### src/rtl/sync_handshake_rx.sv
// Four-phase req/ack receiver: synchronizes async_req into clk and delivers
// the source bus as a valid/ready word, returning a registered acknowledge.
module sync_handshake_rx #(
    parameter int N           = 8,
    parameter int SYNC_STAGES = 2,
    parameter int CNT_W       = 16
) (
    input  logic             clk,
    input  logic             reset,
    input  logic             async_req,
    input  logic [N-1:0]     async_data,
    output logic             ack,
    output logic             out_valid,
    output logic [N-1:0]     out_data,
    input  logic             out_ready,
    output logic             err,
    input  logic             err_clr,
    output logic [CNT_W-1:0] xfer_count
);

    typedef enum logic [1:0] {
        IDLE,
        VALID,
        ACK
    } state_t;

    logic [SYNC_STAGES-1:0] sync_q;
    logic                   req_s;
    state_t                 state_q;
    logic                   ack_q;
    logic                   valid_q;
    logic [N-1:0]           data_q;
    logic                   err_q;
    logic                   err_d;
    logic [CNT_W-1:0]       cnt_q;
    logic [CNT_W-1:0]       cnt_d;

    always_ff @(posedge clk) begin
        if (reset) begin
            sync_q <= '0;
        end else begin
            sync_q <= {sync_q[SYNC_STAGES-2:0], async_req};
        end
    end

    assign req_s = sync_q[SYNC_STAGES-1];

    // A withdrawal seen in VALID outranks a coincident clear.
    assign err_d = (err_q & ~err_clr) | ((state_q == VALID) & ~req_s);
    assign cnt_d = cnt_q + CNT_W'(1);

    always_ff @(posedge clk) begin
        if (reset) begin
            state_q <= IDLE;
            ack_q   <= 1'b0;
            valid_q <= 1'b0;
            data_q  <= '0;
            err_q   <= 1'b0;
            cnt_q   <= '0;
        end else begin
            err_q <= err_d;
            unique case (state_q)
                IDLE: begin
                    if (req_s) begin
                        data_q  <= async_data;
                        valid_q <= 1'b1;
                        state_q <= VALID;
                    end
                end
                VALID: begin
                    if (out_ready) begin
                        valid_q <= 1'b0;
                        ack_q   <= 1'b1;
                        cnt_q   <= cnt_d;
                        state_q <= ACK;
                    end
                end
                ACK: begin
                    if (!req_s) begin
                        ack_q   <= 1'b0;
                        state_q <= IDLE;
                    end
                end
                default: begin
                    ack_q   <= 1'b0;
                    valid_q <= 1'b0;
                    state_q <= IDLE;
                end
            endcase
        end
    end

    assign ack        = ack_q;
    assign out_valid  = valid_q;
    assign out_data   = data_q;
    assign err        = err_q;
    assign xfer_count = cnt_q;

endmodule
### config.mk
export PLATFORM = sky130hd
export DESIGN_NAME = sync_handshake_rx
export DESIGN_NICKNAME = d
export VERILOG_FILES = /design/src/rtl/sync_handshake_rx.sv
export SDC_FILE = /design/constraint.sdc
export NUM_CORES = 1
export LEC_CHECK = 0
export ABC_AREA = 1
export CORE_MARGIN = 5
export CORE_UTILIZATION = 46
export DETAILED_ROUTE_END_ITERATION = 16
export HOLD_SLACK_MARGIN = 0.06
export PLACE_DENSITY = 0.8
export SLEW_MARGIN = 20
export SYNTH_ARGS = -nofsm -noshare
export SYNTH_HDL_FRONTEND = slang
export SYNTH_SLANG_ARGS = --single-unit
### constraint.sdc
create_clock -name clk -period 1.49 [get_ports clk]
set_input_delay 0.298 -clock clk [delete_from_list [all_inputs] [get_ports clk]]
set_output_delay 0.298 -clock clk [all_outputs]
set_load 0.01 [all_outputs]
==> flow_metrics.tcl, run 1 <==
set metrics [dict create \
    status "complete, no violations" \
    grt_overflow 0 \
    hpwl_um 2240 \
    synth_top_family_by_area "simple AND/OR/NAND/NOR gates" \
    grtUsageMet1_pct 18.7 \
    maxCapViolCount 0 \
    tightest_slew_ps 597 \
    clockBufferDepth 2 \
    ys_types 22 \
    synth_compound_area_share_pct 9.82 \
    cellPowerDensity_nw_per_um2 882 \
    cp.required_ps 1190 \
    endpoint_kind "output pin" \
    synth_xor_area_share_pct 1.26 \
    dr.first_iter.drc_count 48 \
    die_area_sq_um 4220 \
    antenna_cells 0 \
    crit_path_start_kind "register" \
    power_leakage_nw 0.900 \
    ir_drop_uv 841 \
    cts_setup_buffers 0 \
    finalMaxSlewViolations 0 \
    initial_core_util_pct 46.6 \
    min_path_type "register to register" \
    drive_gt1_share_pct 14.9 \
    grt_first_pass_wirelength_um 4980 \
    cp.arrival_ps 1020 \
    cp_cell_sequence "dlygate4sd2_1" \
    synth_edf_count 0 \
    multi_input_area_sq_um 659 \
    nFillCells 286 \
    root_buffer "clkbuf_4" \
    tns_ps 0 \
    cp_max_fo 5 \
    skew_ps 1.58 \
    gr-usage-all-layers_pct 15.2 \
    cpPeakStageDelay_ps 400 \
    grt-busiest-layer "met2" \
    slowest_stage "dfxtp_1" \
    grt_max_degree 23 \
    grt_setup_unrepaired "false" \
    report.final.hold_viol_count 0 \
    ys.flop_type "dfxtp_1" \
    critPathBufInv 1 \
    detail_route.wl_per_cell_um 10.9 \
    portBuffers 39 \
    gp_congestion 0.827 \
    drc 0 \
    path_delay_family "flip-flops" \
    grtUsageMet2_pct 23.8 \
    nets 255 \
    yosysWarnings 0 \
    core-area_sq_um 2980 \
    max_slew_margin_pct 60.2 \
    cts_tree "yes" \
    async_reset_ff_share_pct 0 \
    grt_pass1_vias 1172 \
    grt_use_met3_pct 5.37 \
    syn_inst 194 \
    synth-seq-area-share_pct 44.7 \
    ys_seq_elements 31 \
    synthMuxAreaShare_pct 0 \
    clk_latency_ps 330 \
    setup_viol 0 \
    synth_area_sq_um 1390 \
    synth_simple_gate_area_share_pct 35.3 \
    wl_um 3010 \
    area_delta_synth_final_pct 36.8 \
    syn_nets 208 \
    critPathKind "register to output pin" \
    synth_area_per_cell_sq_um 7.16 \
    seq_area_sq_um 629 \
    fp.dieH_um 64.9 \
    rows 20 \
    io_pins 40 \
    clk_pin_slew_ps 100 \
    htree_levels 2 \
    vias_per_cell 4.79 \
    fmax_mhz 758 \
    cts_buffers 5 \
    vias 1318 \
    ant_nets 0 \
    antenna_found_initial 0 \
    dr.pass1.iters 4 \
    cts_sinks 31 \
    fin_crit_sh_pct 88.6 \
    synthAdderAreaFrac_pct 0.901 \
    final_util_pct 63.8 \
    die_width_um 64.9 \
    period_needed_ps 1320 \
]
[kinds of logic (layout without fill, tap and decap cells)]
kind of cell               after synthesis  after routing
DFF                                     31             31
xor gates and xnor gates                 2              2
buffers and inverters                   29             77
AOI/OAI and AO/OA                       27             27
adders and majority gates                1              1
and+or+nand+nor                        104            104
[synthesized netlist by cell type, types with 2 or more instances]
cell	number	share of area, %
nand3_1	9	3.2
buf_2	2	0.72
o21ai_1	4	1.4
inv_1	22	5.9
inv_2	4	1.1
nand2_2	4	1.8
nand2_1	31	8.4
xor2_1	2	1.3
o21ai_0	11	4.0
nor2_4	4	3.2
nor2_1	45	12
a21oi_1	11	4.0
nand4_1	6	2.7
dfxtp_1	31	45
[where the power goes]
| part | switching [mW] | internal, mW |
|---|---|---|
| sequential | 0.0112 | 0.848 |
| clock | 0.292 | 0.396 |
| combinational | 0.0628 | 0.0665 |
[registers in the layout, summed over array words and instances (netlist names)]
name        flops
out_valid       1
out_data        8
state_q         2
err             1
ack             1
xfer_count     16
sync_q          2
[routing by layer]
layer  share of wire, %  routed length (um)
met4                2.0                  59
met5                  0                   0
met2                 44                1320
met3                7.3                 220
met1                 47                1400
[final cells by class]
type	count	share of cell area (%)
flip-flops and latches	31	33.1
well taps	33	2.17
clock buffers	6	2.70
multi-input cells	134	34.7
repair buffers	43	20.3
inverters	26	5.13
clock inverters	2	1.84
[final timing paths]
kind | cells past startpoint | end | startpoint | slack, ps
setup / recovery | 1 | xfer_count[1] | xfer_count[1]$_SDFFE_PP0P_ | 170
hold reg to reg | 2 | sync_q[1]$_SDFF_PP0_ | sync_q[0]$_SDFF_PP0_ | 410
hold / removal | 2 | sync_q[1]$_SDFF_PP0_ | sync_q[0]$_SDFF_PP0_ | 410
setup reg to reg | 7 | xfer_count[10]$_SDFFE_PP0P_ | xfer_count[1]$_SDFFE_PP0P_ | 190
[worst register-to-register path, delay by kind of cell (launching register included)]
kind	cells	cell delay (ps)
AND/OR/NAND/NOR	6	600
flip-flops	1	400
adder cells (fa/ha/maj)	1	240
[stage by stage]
step,power [mW],worst slack (ps),instances,area (sq um),hold WS [ps]
4_1_cts,1.70,152,275,1900,411
3_5_place_dp,1.02,-157,267,1840,396
6_report,1.68,171,275,1900,409
3_3_place_gp,1.02,-109,267,1840,390
2_1_floorplan,0.942,264,194,1390,388
5_1_grt,1.77,38.5,275,1900,431
[placed cells by master, fill, tap and decap left out, drive strengths merged]
cell type,netlist,routed
nor2,50,50
nand2,36,36
dfxtp,31,31
dlygate4sd2,0,27
inv,26,26
o21ai,15,15
clkdlybuf4s50,0,12
a21oi,11,11
nand3,10,10
nand4,7,7
clkbuf,1,6
buf,2,4
xor2,2,2
o22ai,1,1
nor3,1,1
ha,1,1
bufinv,0,1
clkinv,0,1
[timing repair]
action,CTS,global route
endpoints found under the hold margin,0,0
hold buffers,0,0
cloned,0,0
endpoints found under the setup margin,27,1
gates resized for setup,34,1
Power figures use the tool's default switching activity.
==> run 2: changes to the inputs <==
Settings changed: CTS_CLUSTER_SIZE set to 40.
==> results of run 2 <==
Same layout as run 1: the final DEF is identical, and so are final timing and power.
